--- src/rtl/exu_wbck_arb.sv ---
// Write-back arbiter: merges single-cycle ALU results with long-pipe results
// buffered in a small in-order FIFO onto the single register-file write port.
module exu_wbck_arb #(
    parameter int XLEN     = 32,
    parameter int RFIDX_W  = 5,
    parameter int LP_DEPTH = 2,
    localparam int PTR_W   = (LP_DEPTH > 1) ? $clog2(LP_DEPTH) : 1,
    localparam int CNT_W   = PTR_W + 1
) (
    input  logic               clk,
    input  logic               rst,

    input  logic               alu_wbck_i_valid,
    output logic               alu_wbck_i_ready,
    input  logic [XLEN-1:0]    alu_wbck_i_wdat,
    input  logic [RFIDX_W-1:0] alu_wbck_i_rdidx,

    input  logic               longp_wbck_i_valid,
    output logic               longp_wbck_i_ready,
    input  logic [XLEN-1:0]    longp_wbck_i_wdat,
    input  logic [RFIDX_W-1:0] longp_wbck_i_rdidx,
    input  logic               longp_wbck_i_err,

    output logic               rf_wbck_o_ena,
    output logic [XLEN-1:0]    rf_wbck_o_wdat,
    output logic [RFIDX_W-1:0] rf_wbck_o_rdidx,

    output logic               longp_err_o,
    output logic               longp_pend_o,
    output logic [CNT_W-1:0]   lp_cnt_o
);

    localparam logic [CNT_W-1:0]   DEPTH_C = CNT_W'(LP_DEPTH);
    localparam logic [RFIDX_W-1:0] X0_C    = '0;

    logic [XLEN-1:0]    r_fifo_wdat  [LP_DEPTH];
    logic [RFIDX_W-1:0] r_fifo_rdidx [LP_DEPTH];
    logic               r_fifo_err   [LP_DEPTH];

    logic [PTR_W-1:0]   r_wptr;
    logic [PTR_W-1:0]   r_rptr;
    logic [CNT_W-1:0]   r_cnt;

    logic               w_push;
    logic               w_pop;
    logic               w_alu_sel;
    logic [XLEN-1:0]    w_head_wdat;
    logic [RFIDX_W-1:0] w_head_rdidx;
    logic               w_head_err;

    // Both readies come only from the registered count, never from a valid.
    assign longp_wbck_i_ready = (r_cnt < DEPTH_C);
    assign alu_wbck_i_ready   = (r_cnt == '0);

    assign w_push    = longp_wbck_i_valid & longp_wbck_i_ready;
    assign w_pop     = (r_cnt != '0);
    // Reset gates the ALU write so nothing reaches the register file while rst is high.
    assign w_alu_sel = alu_wbck_i_valid & alu_wbck_i_ready & ~rst;

    assign w_head_wdat  = r_fifo_wdat[r_rptr];
    assign w_head_rdidx = r_fifo_rdidx[r_rptr];
    assign w_head_err   = r_fifo_err[r_rptr];

    assign longp_pend_o = w_pop;
    assign lp_cnt_o     = r_cnt;

    always_ff @(posedge clk) begin
        if (w_push) begin
            r_fifo_wdat[r_wptr]  <= longp_wbck_i_wdat;
            r_fifo_rdidx[r_wptr] <= longp_wbck_i_rdidx;
            r_fifo_err[r_wptr]   <= longp_wbck_i_err;
        end
    end

    always_ff @(posedge clk or posedge rst) begin
        if (rst) begin
            r_wptr <= '0;
            r_rptr <= '0;
            r_cnt  <= '0;
        end else begin
            if (w_push) begin
                r_wptr <= r_wptr + PTR_W'(1);
            end
            if (w_pop) begin
                r_rptr <= r_rptr + PTR_W'(1);
            end
            case ({w_push, w_pop})
                2'b10:   r_cnt <= r_cnt + CNT_W'(1);
                2'b01:   r_cnt <= r_cnt - CNT_W'(1);
                default: r_cnt <= r_cnt;
            endcase
        end
    end

    always_comb begin
        rf_wbck_o_ena   = 1'b0;
        rf_wbck_o_wdat  = '0;
        rf_wbck_o_rdidx = '0;
        longp_err_o     = 1'b0;
        if (w_pop) begin
            rf_wbck_o_ena   = ~w_head_err & (w_head_rdidx != X0_C);
            rf_wbck_o_wdat  = w_head_wdat;
            rf_wbck_o_rdidx = w_head_rdidx;
            longp_err_o     = w_head_err;
        end else if (w_alu_sel) begin
            rf_wbck_o_ena   = (alu_wbck_i_rdidx != X0_C);
            rf_wbck_o_wdat  = alu_wbck_i_wdat;
            rf_wbck_o_rdidx = alu_wbck_i_rdidx;
        end
    end

endmodule

--- config.mk ---
export PLATFORM = sky130hd
export DESIGN_NAME = exu_wbck_arb
export DESIGN_NICKNAME = d
export VERILOG_FILES = /design/src/rtl/exu_wbck_arb.sv
export SDC_FILE = /design/constraint.sdc
export NUM_CORES = 1
export LEC_CHECK = 0
export CAP_MARGIN = 20
export CORE_UTILIZATION = 40
export CTS_CLUSTER_DIAMETER = 80
export DETAILED_ROUTE_END_ITERATION = 16
export HOLD_SLACK_MARGIN = 0.1
export PLACE_DENSITY_LB_ADDON = 0.12
export SETUP_SLACK_MARGIN = 0.3
export SYNTH_ARGS = -nofsm -noshare
export SYNTH_HDL_FRONTEND = slang
export SYNTH_SLANG_ARGS = --single-unit
--- constraint.sdc ---
create_clock -name clk -period 3.33 [get_ports clk]
set_clock_uncertainty 0.05 [all_clocks]
set_input_delay 0.8325 -clock clk [delete_from_list [all_inputs] [get_ports clk]]
set_output_delay 0.8325 -clock clk [all_outputs]
set_load 0.005 [all_outputs]
==> impl_metrics.py, run 1 <==
metrics = {
    "critical_path": {
        "setup.worst_path.class": "reg2out",
        "critPathCaptureType": "output pin",
        "timing.critical_path.arrival_ns": 2.06,
        "type_of_element_launching_the_critical_path": "flip-flop",
        "critical_path_peak_fanout": 19,
        "required_ns": 2.45,
    },
    "synthesis": {
        "yosysSeqAreaShare_pct": 68.0,
        "synth_area_um2": 3510,
        "synth_area_per_cell_um2": 15.2,
        "synth.ff_latch_count": 80,
        "yosysWarnings": 0,
        "mappedNetlistNets": 310,
        "post_synth_inst_count": 230,
        "synth.lib_cells_used.distinct": 25,
    },
    "floorplan": {
        "placement_rows": 33,
        "fp.dieArea_um2": 9140,
        "ioPinCount": 123,
        "floorplan.initialDensity_pct": 42.0,
        "design.core.area_um2": 8340,
        "die_boundary_height_um": 95.6,
        "overall_die_width_um": 95.6,
    },
    "route": {
        "number_of_nets_still_failing_antenna_checks_after_routing": 0,
        "routed_wire_length_per_instance_um": 15.4,
        "via_count": 2327,
        "detail_route.vias_per_cell": 4.87,
        "drt_iter0_markers": 88,
        "detailedRoute.firstPassIterationCount": 4,
        "remaining_drc_errors": 0,
        "wl_mm": 7.37,
    },
    "sta": {
        "hold_slack_ns": 0.449,
        "max_slew_margin_pct": 61.8,
        "finalSetupViolations": 0,
        "period_needed_ns": 2.95,
        "period_share_pct": 88.4,
        "timing_worst_slew_pin_value_ns": 0.573,
        "finalHoldViolations": 0,
        "rsz0062_at_grt": "false",
        "drv_slew": 0,
        "fmax_mhz": 340,
    },
    "finish": {
        "multi_input_comb_area_um2": 1000,
        "design.final.nets": 448,
        "layout.area.seq_um2": 2390,
        "drive_gt1_share_pct": 24.9,
        "layout.cells.non_filler": 478,
        "postLayoutCoreUtil_pct": 61.8,
        "n_antenna_cell": 0,
        "fillerInstances": 654,
        "syn_to_final_growth_pct": 47.0,
    },
    "pwr": {
        "total_leakage_power_nw": 1.92,
        "ir_drop_v": 0.000296,
        "power_density_nw_per_um2": 747,
    },
    "place": {
        "hpwl_mm": 4.96,
        "placement.io_buffers": 122,
        "routabilityCongestion": 0.670,
        "numPlacedInstances": 453,
    },
    "clocking": {
        "htreeDepth": 3,
        "post_cts_hold_buffer_count": 0,
        "ctsRootBufferMaster": "sky130_fd_sc_hd__clkbuf_8",
        "clk_pin_slew_worst_paths_ns": 0.08,
        "clk_latency_ns": 0.33,
        "cts_buffer_depth": 2,
        "clock_net_sink_count": 80,
        "cts_buffers": 9,
        "tritoncts": "built",
    },
    "worst_hold_path": {
        "min-delay-path-class": "in2async",
    },
    "job": {
        "cap_viol_max_count": 0,
    },
    "outcome": {
        "status": "finished clean",
    },
    "grt": {
        "first_global_vias": 2282,
        "grt.total_usage_pct": 17.2,
        "grt-ovfl-total": 0,
        "grt_max_degree": 22,
        "wire_length_of_the_first_global_routing_pass_mm": 11.3,
        "initial_antenna_violation_count": 0,
    },
}
==> metrics by stage <==
step | total power (W) | instance area [um^2] | TNS, ns | setup WS (ns)
after floorplan | 0.00233 | 3510 | 0 | 0.319
after global placement | 0.00318 | 4830 | -2.07 | -0.107
after detailed placement | 0.00320 | 4830 | -2.76 | -0.122
after CTS | 0.00391 | 5170 | 0 | 0.303
after global routing | 0.00408 | 5150 | 0 | 0.289
final | 0.00385 | 5150 | 0 | 0.385
==> repair_timing <==
item,4_1_cts,5_1_grt
buffers inserted,6,0
resized for setup,94,9
pin swaps,1,1
cloned,3,0
endpoints found under the setup margin,38,24
==> cells in the final DEF, fill, tap and decap left out, types with 2 or more instances in the layout <==
| cell type | netlist | final |
|---|---|---|
| sky130_fd_sc_hd__o21ai_2 | 20 | 20 |
| sky130_fd_sc_hd__buf_2 | 6 | 11 |
| sky130_fd_sc_hd__clkbuf_2 | 0 | 3 |
| sky130_fd_sc_hd__clkbuf_1 | 0 | 2 |
| sky130_fd_sc_hd__buf_4 | 2 | 7 |
| sky130_fd_sc_hd__inv_2 | 2 | 2 |
| sky130_fd_sc_hd__nand2_1 | 19 | 19 |
| sky130_fd_sc_hd__mux2i_1 | 38 | 38 |
| sky130_fd_sc_hd__edfxtp_1 | 76 | 76 |
| sky130_fd_sc_hd__nor2_1 | 4 | 3 |
| sky130_fd_sc_hd__o21ai_1 | 17 | 17 |
| sky130_fd_sc_hd__clkdlybuf4s15_1 | 0 | 6 |
| sky130_fd_sc_hd__xnor2_1 | 5 | 5 |
| sky130_fd_sc_hd__dfrtp_1 | 4 | 3 |
| sky130_fd_sc_hd__clkdlybuf4s50_1 | 0 | 82 |
| sky130_fd_sc_hd__dlygate4sd2_1 | 0 | 19 |
| sky130_fd_sc_hd__nand2_2 | 20 | 20 |
| sky130_fd_sc_hd__nor3_1 | 2 | 2 |
| sky130_fd_sc_hd__buf_6 | 3 | 4 |
| sky130_fd_sc_hd__bufinv_16 | 0 | 3 |
| sky130_fd_sc_hd__clkbuf_8 | 0 | 9 |
| sky130_fd_sc_hd__clkinvlp_4 | 0 | 2 |
| sky130_fd_sc_hd__buf_12 | 2 | 5 |
==> where the power goes <==
part / internal, W / total (W) / switching (W)
combinational: 0.000845 / 0.00157 / 0.000725
clock: 0.000499 / 0.000832 / 0.000334
sequential: 0.00133 / 0.00145 / 0.000115
==> state kept, by name (all words and copies together) (netlist names) <==
signal        cells
r_rptr            1
r_fifo_rdidx     10
r_fifo_wdat      64
r_wptr            1
lp_cnt_o          2
r_fifo_err        2
==> critical path: stages, from the launching register on <==
cell                              delay, ns
sky130_fd_sc_hd__dfrtp_1               0.47
sky130_fd_sc_hd__or2_1                 0.34
sky130_fd_sc_hd__inv_2                 0.09
sky130_fd_sc_hd__buf_4                 0.27
sky130_fd_sc_hd__clkdlybuf4s50_1       0.55
==> per-layer routing <==
layer / share of wire (%) / vias up / global-route usage [%]
met5: 0 / - / 0
met3: 7.0 / 9 / 3.99
met4: 1.3 / 0 / 6.72
met1: 41 / 1093 / 21.2
li1: - / 1143 / -
met2: 51 / 82 / 29.2
==> final timing paths <==
path / from / end / slack, ns / cells past startpoint
setup / recovery: lp_cnt_o[0]$_DFFE_PP0P_ / alu_wbck_i_ready / 0.38 / 4
max in group asynchronous: rst / r_rptr$_DFFE_PP0N_ / 2.60 / 2
hold reg to reg: r_wptr$_DFFE_PP0P_ / r_wptr$_DFFE_PP0P_ / 0.50 / 1
min in group clk: r_wptr$_DFFE_PP0P_ / r_wptr$_DFFE_PP0P_ / 0.50 / 1
hold / removal: rst / lp_cnt_o[1]$_DFFE_PP0P_ / 0.45 / 2
setup reg to reg: lp_cnt_o[1]$_DFFE_PP0P_ / r_fifo_wdat[1][11]$_DFFE_PP_ / 1.63 / 3
==> final cells by class <==
cell class	instances	area share, %
Clock buffer	11	2.55
Multi-Input combinational cell	134	19.4
Tap cell	105	2.55
Sequential cell	80	46.3
Clock inverter	5	2.04
Timing Repair Buffer	140	26.9
Inverter	3	0.218
==> synth_stat cells <==
library cell	number	area share, %
sky130_fd_sc_hd__nor4b_4	1	0.68
sky130_fd_sc_hd__nand2_2	20	3.6
sky130_fd_sc_hd__and3_1	1	0.18
sky130_fd_sc_hd__dfrtp_1	4	2.9
sky130_fd_sc_hd__buf_2	6	0.86
sky130_fd_sc_hd__nor4b_1	1	0.25
sky130_fd_sc_hd__nand2_1	19	2.0
sky130_fd_sc_hd__a32o_1	1	0.29
sky130_fd_sc_hd__buf_4	2	0.43
sky130_fd_sc_hd__edfxtp_1	76	65
sky130_fd_sc_hd__buf_12	2	1.1
sky130_fd_sc_hd__ha_1	1	0.36
sky130_fd_sc_hd__o21ai_2	20	5.0
sky130_fd_sc_hd__inv_2	2	0.21
sky130_fd_sc_hd__nor3_1	2	0.29
sky130_fd_sc_hd__nor2_1	4	0.43
sky130_fd_sc_hd__buf_6	3	0.96
sky130_fd_sc_hd__nor3b_1	1	0.21
sky130_fd_sc_hd__o22ai_1	1	0.18
sky130_fd_sc_hd__or2_1	1	0.18
sky130_fd_sc_hd__xnor2_1	5	1.2
sky130_fd_sc_hd__inv_1	1	0.11
sky130_fd_sc_hd__mux2i_1	38	11
sky130_fd_sc_hd__o21ai_1	17	2.4
sky130_fd_sc_hd__nor4_1	1	0.18
==> logic make-up (layout without fill, tap and decap cells) <==
kind of cell | after synthesis | count (layout) | share of synthesized area, %
XOR/XNOR | 5 | 5 | 1.25
AO/OA/AOI/OAI | 39 | 39 | 7.89
AND/OR/NAND/NOR | 51 | 51 | 7.99
multiplexers | 38 | 38 | 10.8
flip-flops | 80 | 80 | 68.0
buffers and inverters | 16 | 159 | 3.71
adder cells (fa/ha/maj) | 1 | 1 | 0.357
No activity file was read; power rests on OpenSTA's default activity.
==> run 2: changes to the inputs <==
--- a/config.mk
+++ b/config.mk
@@ -5,7 +5,9 @@
 export SDC_FILE = /design/constraint.sdc
 export NUM_CORES = 1
 export LEC_CHECK = 0
+export ABC_AREA = 1
 export CAP_MARGIN = 20
+export CORE_MARGIN = 2
 export CORE_UTILIZATION = 40
 export CTS_CLUSTER_DIAMETER = 80
 export DETAILED_ROUTE_END_ITERATION = 16
==> constraint.sdc (replaced) <==
create_clock -name clk -period 3.33 [get_ports clk]
set_clock_uncertainty 0.05 [all_clocks]
set_input_delay 0.666 -clock clk [delete_from_list [all_inputs] [get_ports clk]]
set_output_delay 0.666 -clock clk [all_outputs]
set_load 0.005 [all_outputs]
==> impl_metrics.py, run 2 <==
metrics = {
    "critical_path": {
        "timing.critical_path.arrival_ns": 2.21,
        "worst_r2r_startpoint": "lp_cnt_o[0]$_DFFE_PP0P_",
        "required_ns": 2.61,
        "setup.worst_path.class": "in2out",
        "cp_common_cell": "sky130_fd_sc_hd__clkdlybuf4s50_1",
        "slowest_stage": "sky130_fd_sc_hd__clkdlybuf4s50_1",
        "max_stage_delay_ns": 0.55,
        "critical_path.startpoint": "rst",
        "cp_cell_sequence": "clkdlybuf4s50_1 -> inv_1 -> nand3_4 -> clkinv_8 -> nand2_1 -> o21ai_0 -> clkdlybuf4s50_1",
        "family_of_cells_with_the_greatest_summed_delay_on_the_critical_path": "buffers and inverters",
        "type_of_element_launching_the_critical_path": "input port",
        "critPathCaptureType": "output pin",
        "crit_buf_inv": 4,
        "critical_path_peak_fanout": 34,
    },
    "finish": {
        "postLayoutCoreUtil_pct": 60.4,
        "number_of_flip_flops_under_the_largest_register_name": 64,
        "biggestRegsByFlops": "r_fifo_wdat: 64 flops, r_fifo_rdidx: 10 flops",
        "max_flop_register": "r_fifo_wdat",
        "drive_gt1_share_pct": 6.36,
        "syn_to_final_growth_pct": 47.4,
        "n_antenna_cell": 0,
        "layout_commonest_cell": "sky130_fd_sc_hd__clkdlybuf4s50_1",
        "design.final.nets": 485,
        "final_cell_mix": "sky130_fd_sc_hd__clkdlybuf4s50_1 (122), sky130_fd_sc_hd__edfxtp_1 (76), sky130_fd_sc_hd__o21ai_0 (62)",
    },
    "floorplan": {
        "design.core.area_um2": 8130,
        "floorplan.initialDensity_pct": 41.0,
        "overall_die_width_um": 95.3,
        "ioPinCount": 123,
        "fp.dieArea_um2": 9090,
        "placement_rows": 33,
        "die_boundary_height_um": 95.3,
    },
    "route": {
        "detailedRoute.firstPassIterationCount": 4,
        "via_count": 2511,
        "routed_wire_length_per_instance_um": 14.7,
        "detail_route.vias_per_cell": 4.89,
        "remaining_drc_errors": 0,
        "number_of_nets_still_failing_antenna_checks_after_routing": 0,
        "drt_iter0_markers": 110,
        "wl_mm": 7.58,
    },
    "synthesis": {
        "synth_area_per_cell_um2": 11.9,
        "fraction_of_synthesized_cell_area_taken_by_the_top_area_cell_type_pct": 68.4,
        "synth_async_sr_flop_share_pct": 5.00,
        "netlist_top_cells_area": "sky130_fd_sc_hd__edfxtp_1 (68%), sky130_fd_sc_hd__o21ai_0 (9.5%), sky130_fd_sc_hd__nand2_1 (6.2%)",
        "number_of_enable_flip_flop_cells_after_synthesis": 76,
        "netlist.top_cell.by_area": "sky130_fd_sc_hd__edfxtp_1",
        "synth_area_um2": 3340,
        "post_synth_inst_count": 280,
        "synth.lib_cells_used.distinct": 22,
        "yosysSeqAreaShare_pct": 71.4,
        "synthFlopType": "sky130_fd_sc_hd__edfxtp_1",
        "yosys.cell_count.top_type": "sky130_fd_sc_hd__edfxtp_1",
        "yosysWarnings": 0,
        "synth.ff_latch_count": 80,
        "mappedNetlistNets": 360,
        "synthTopCellsByCount": "sky130_fd_sc_hd__edfxtp_1 (76), sky130_fd_sc_hd__o21ai_0 (63), sky130_fd_sc_hd__nand2_1 (55)",
    },
    "worst_hold_path": {
        "min-delay-path-class": "reg2reg",
        "worst_hold_startpoint": "lp_cnt_o[0]$_DFFE_PP0P_",
    },
    "clocking": {
        "clock_net_sink_count": 80,
        "clk_latency_ns": 0.33,
        "htreeDepth": 3,
        "tritoncts": "built",
        "ctsRootBufferMaster": "sky130_fd_sc_hd__clkbuf_8",
        "clk_pin_slew_worst_paths_ns": 0.07,
        "cts_buffer_depth": 2,
        "cts_buffers": 9,
    },
    "pwr": {
        "total_leakage_power_nw": 1.71,
        "p_total_w": 0.00397,
        "ir_drop_v": 0.000422,
        "power_density_nw_per_um2": 808,
    },
    "place": {
        "hpwl_mm": 4.97,
        "placement.io_buffers": 122,
        "routabilityCongestion": 0.743,
        "dp_slack_ns": 0.258,
    },
    "job": {
        "cap_viol_max_count": 0,
    },
    "sta": {
        "timing_worst_slew_pin_value_ns": 0.424,
        "fmax_mhz": 342,
        "setup_slack_ns": 0.404,
        "finalSetupViolations": 0,
        "period_share_pct": 87.9,
        "period_needed_ns": 2.93,
        "drv_slew": 0,
        "rsz0062_at_grt": "true",
        "max_slew_margin_pct": 71.7,
        "fin_setup_tns_ns": 0,
        "finalHoldViolations": 0,
    },
    "grt": {
        "wire_length_of_the_first_global_routing_pass_mm": 11.8,
        "initial_antenna_violation_count": 0,
        "first_global_vias": 2447,
        "grt.total_usage_pct": 17.3,
        "grt-ovfl-total": 0,
        "grt_max_degree": 39,
    },
    "outcome": {
        "status": "finished clean",
    },
}
## run 2: changes by cell type in the layout (fill, tap and decap cells not counted), moves of 11 or more
cell	change
sky130_fd_sc_hd__o21ai_0	+62
sky130_fd_sc_hd__clkdlybuf4s50_1	+40
sky130_fd_sc_hd__mux2i_1	-38
sky130_fd_sc_hd__nand2_1	+36
sky130_fd_sc_hd__nor2_1	+32
sky130_fd_sc_hd__nand2_2	-20
sky130_fd_sc_hd__o21ai_2	-20
sky130_fd_sc_hd__dlygate4sd2_1	-19
sky130_fd_sc_hd__buf_2	-11
## run 2: final timing paths
kind / endpoint / slack (ns) / depth (start not counted)
max reg2reg: lp_cnt_o[1]$_DFFE_PP0P_ / 1.49 / 6
min in group asynchronous: lp_cnt_o[0]$_DFFE_PP0P_ / 0.61 / 3
max: rf_wbck_o_wdat[2] / 0.40 / 7
min: lp_cnt_o[0]$_DFFE_PP0P_ / 0.57 / 1
min reg2reg: lp_cnt_o[0]$_DFFE_PP0P_ / 0.57 / 1
max in group asynchronous: r_rptr$_DFFE_PP0N_ / 2.52 / 3
## run 2: kinds of logic after synthesis
kind of cell / after synthesis / synth area share [%]
and+or+nand+nor: 97 / 11.7
DFF: 80 / 71.4
AOI/OAI and AO/OA: 74 / 11.1
buffers and inverters: 24 / 4.31
xor gates and xnor gates: 4 / 1.05
adders and majority gates: 1 / 0.375
## run 2: per-stage QoR
step / instance area, um^2 / std cells / hold slack (ns)
6_report: 4920 / 514 / 0.572
3_5_place_dp: 4670 / 499 / 0.549
4_1_cts: 4900 / 514 / 0.566
5_1_grt: 4920 / 514 / 0.583
2_1_floorplan: 3340 / 280 / 0.414
3_3_place_gp: 4670 / 499 / 0.532
## run 2: final cells by class
type,instances,area [um^2]
tap,105,131
clock inverter,4,93.8
multi-input combinational,176,825
fill,665,3220
clock buffer,11,131
inverter,10,57.6
timing repair buffer,128,1290
sequential,80,2380
## run 2: worst register-to-register path, cell delays in order, from the launching register on
cell	delay (ns)
sky130_fd_sc_hd__dfrtp_1	0.47
sky130_fd_sc_hd__nor2_4	0.30
sky130_fd_sc_hd__inv_6	0.18
sky130_fd_sc_hd__ha_1	0.36
sky130_fd_sc_hd__a21oi_1	0.11
sky130_fd_sc_hd__o21ai_0	0.10
sky130_fd_sc_hd__xor2_1	0.16
## run 2: power by group
| part | switching (W) | leakage, nW | total [W] | internal [W] |
|---|---|---|---|---|
| clock network | 0.000316 | 0.111 | 0.000808 | 0.000492 |
| logic | 0.000833 | 0.856 | 0.00177 | 0.000935 |
| registers | 0.0000696 | 0.745 | 0.00140 | 0.00133 |
## run 2: routing by layer
metal	track usage, %	share of wire, %	vias to the layer above
met5	0	0	-
met4	6.16	0.92	0
met3	4.51	8.0	6
met2	29.0	47	95
met1	21.8	44	1176
li1	-	-	1234
## run 2: what timing repair did
action | in CTS | in global routing
setup endpoints to repair | 17 | 29
buffers inserted | 0 | 0
hold endpoints to repair | 0 | 0
hold buffers | 0 | 0
gates resized for setup | 2 | 7
==> run 3: changes to the inputs <==
--- a/config.mk
+++ b/config.mk
@@ -7,6 +7,7 @@
 export LEC_CHECK = 0
 export ABC_AREA = 1
 export CAP_MARGIN = 20
+export CORE_ASPECT_RATIO = 1.2
 export CORE_MARGIN = 2
 export CORE_UTILIZATION = 40
 export CTS_CLUSTER_DIAMETER = 80
==> impl_metrics.py, run 3 (same netlist as run 2, synthesis figures left out) <==
metrics = {
    "outcome": {
        "status": "finished clean",
    },
    "grt": {
        "grt.total_usage_pct": 17.1,
        "grt-ovfl-total": 0,
        "wire_length_of_the_first_global_routing_pass_mm": 12.0,
        "first_global_vias": 2549,
        "grt_max_degree": 39,
        "initial_antenna_violation_count": 0,
    },
    "route": {
        "detail_route.vias_per_cell": 4.92,
        "number_of_nets_still_failing_antenna_checks_after_routing": 0,
        "wl_mm": 7.57,
        "drt_iter0_markers": 143,
        "detailedRoute.firstPassIterationCount": 4,
        "routed_wire_length_per_instance_um": 15.0,
        "remaining_drc_errors": 0,
        "via_count": 2483,
    },
    "critical_path": {
        "critical_path.startpoint": "rst",
        "reg2reg_depth": 6,
        "critical_path_peak_fanout": 34,
        "worst_r2r_startpoint": "lp_cnt_o[0]$_DFFE_PP0P_",
        "type_of_element_launching_the_critical_path": "input port",
        "cp_common_cell": "sky130_fd_sc_hd__clkdlybuf4s50_1",
        "required_ns": 2.61,
        "crit_buf_inv": 4,
        "family_of_cells_with_the_greatest_summed_delay_on_the_critical_path": "buffers and inverters",
        "max_stage_delay_ns": 0.53,
        "setup.worst_path.class": "in2out",
        "cp.depth": 7,
        "critPathCaptureType": "output pin",
        "slowest_stage": "sky130_fd_sc_hd__clkdlybuf4s50_1",
        "cp_cell_sequence": "clkdlybuf4s50_1 -> inv_1 -> nand3_4 -> clkinv_8 -> nand2_1 -> o21ai_0 -> clkdlybuf4s50_1",
        "crit-reg2reg-capture": "lp_cnt_o[1]$_DFFE_PP0P_",
        "crit_end": "rf_wbck_o_wdat[26]",
        "reg2reg_setup_slack_ns": 1.49,
        "timing.critical_path.arrival_ns": 2.19,
    },
    "clocking": {
        "cts_buffer_depth": 2,
        "clock_net_sink_count": 80,
        "htreeDepth": 3,
        "cts_setup_buffers": 0,
        "post_cts_hold_buffer_count": 0,
        "clk_pin_slew_worst_paths_ns": 0.08,
        "tritoncts": "built",
        "cts_buffers": 9,
        "ctsRootBufferMaster": "sky130_fd_sc_hd__clkbuf_8",
        "clk_latency_ns": 0.34,
    },
    "floorplan": {
        "placement_rows": 36,
        "die_boundary_height_um": 104,
        "ioPinCount": 123,
        "design.core.area_um2": 8110,
        "floorplan.initialDensity_pct": 41.1,
        "overall_die_width_um": 87.4,
        "fp.dieArea_um2": 9090,
    },
    "finish": {
        "layout_commonest_cell": "sky130_fd_sc_hd__clkdlybuf4s50_1",
        "drive_gt1_share_pct": 6.83,
        "number_of_flip_flops_under_the_largest_register_name": 64,
        "syn_to_final_growth_pct": 46.8,
        "design.final.nets": 485,
        "n_antenna_cell": 0,
        "layout.cells.non_filler": 505,
        "fillerInstances": 684,
        "final_cell_mix": "sky130_fd_sc_hd__clkdlybuf4s50_1 (122), sky130_fd_sc_hd__edfxtp_1 (76), sky130_fd_sc_hd__o21ai_0 (63)",
        "biggestRegsByFlops": "r_fifo_wdat: 64 flops, r_fifo_rdidx: 10 flops",
        "max_flop_register": "r_fifo_wdat",
    },
    "job": {
        "cap_viol_max_count": 0,
    },
    "place": {
        "routabilityCongestion": 0.765,
        "placement.io_buffers": 122,
        "hpwl_mm": 5.01,
        "numPlacedInstances": 489,
    },
    "sta": {
        "period_share_pct": 87.2,
        "period_needed_ns": 2.90,
        "fin_setup_tns_ns": 0,
        "max_slew_margin_pct": 69.4,
        "fmax_mhz": 344,
        "drv_slew": 0,
        "finalSetupViolations": 0,
        "rsz0062_at_grt": "true",
        "timing_worst_slew_pin_value_ns": 0.457,
        "finalHoldViolations": 0,
    },
    "worst_hold_path": {
        "min-delay-path-class": "reg2reg",
    },
    "pwr": {
        "ir_drop_v": 0.000510,
        "power_density_nw_per_um2": 809,
        "total_leakage_power_nw": 1.72,
    },
}
## run 3: area by class of cell
type                    instances  area [um^2]  area share [%]
clock buffers                  10          128            2.61
clock inverters                 6          108            2.20
inverters                      10         55.1            1.12
multi-input cells             176          825            16.8
flip-flops and latches         80         2380            48.6
well taps                      95          119            2.43
repair buffers                128         1280            26.2
## run 3: what timing repair did
action,in CTS,in global routing
resized for setup,3,3
setup endpoints to repair,33,33
pin swaps,0,0
## run 3: worst min path at each step
| stage | from | to | slack [ns] | depth (start not counted) |
|---|---|---|---|---|
| 3_3_place_gp | lp_cnt_o[0]$_DFFE_PP0P_ | lp_cnt_o[0]$_DFFE_PP0P_ | 0.52 | 1 |
| 3_5_place_dp | lp_cnt_o[0]$_DFFE_PP0P_ | lp_cnt_o[0]$_DFFE_PP0P_ | 0.54 | 1 |
| 6_report | lp_cnt_o[0]$_DFFE_PP0P_ | lp_cnt_o[0]$_DFFE_PP0P_ | 0.55 | 1 |
| 4_1_cts | lp_cnt_o[0]$_DFFE_PP0P_ | lp_cnt_o[0]$_DFFE_PP0P_ | 0.56 | 1 |
| 2_1_floorplan | rst | lp_cnt_o[0]$_DFFE_PP0P_ | 0.41 | 1 |
| 5_1_grt | lp_cnt_o[0]$_DFFE_PP0P_ | lp_cnt_o[0]$_DFFE_PP0P_ | 0.59 | 1 |
## run 3: where the power goes
part	leakage (nW)	internal [W]	switching [W]
Combinational	0.852	0.000922	0.000825
Sequential	0.745	0.00133	0.0000688
Clock	0.118	0.000496	0.000327
Total	1.72	0.00274	0.00122
## run 3: stage by stage
stage | total power [W] | hold slack [ns] | utilization, % | setup WS, ns | area, um^2
2_1_floorplan | 0.00220 | 0.414 | - | 0.464 | 3340
3_3_place_gp | 0.00317 | 0.522 | 57.3 | 0.276 | 4640
6_report | 0.00396 | 0.553 | 60.4 | 0.426 | 4900
5_1_grt | 0.00427 | 0.594 | 60.4 | 0.296 | 4900
4_1_cts | 0.00402 | 0.558 | 60.3 | 0.299 | 4890
3_5_place_dp | 0.00318 | 0.541 | 57.3 | 0.226 | 4640
## run 3: routing by layer
metal	vias to the layer above	global-route usage, %	part of all wire [%]
li1	1232	-	-
met1	1150	20.6	41
met2	89	28.0	49
met3	12	5.32	7.2
met4	0	7.47	2.4
met5	-	0	0
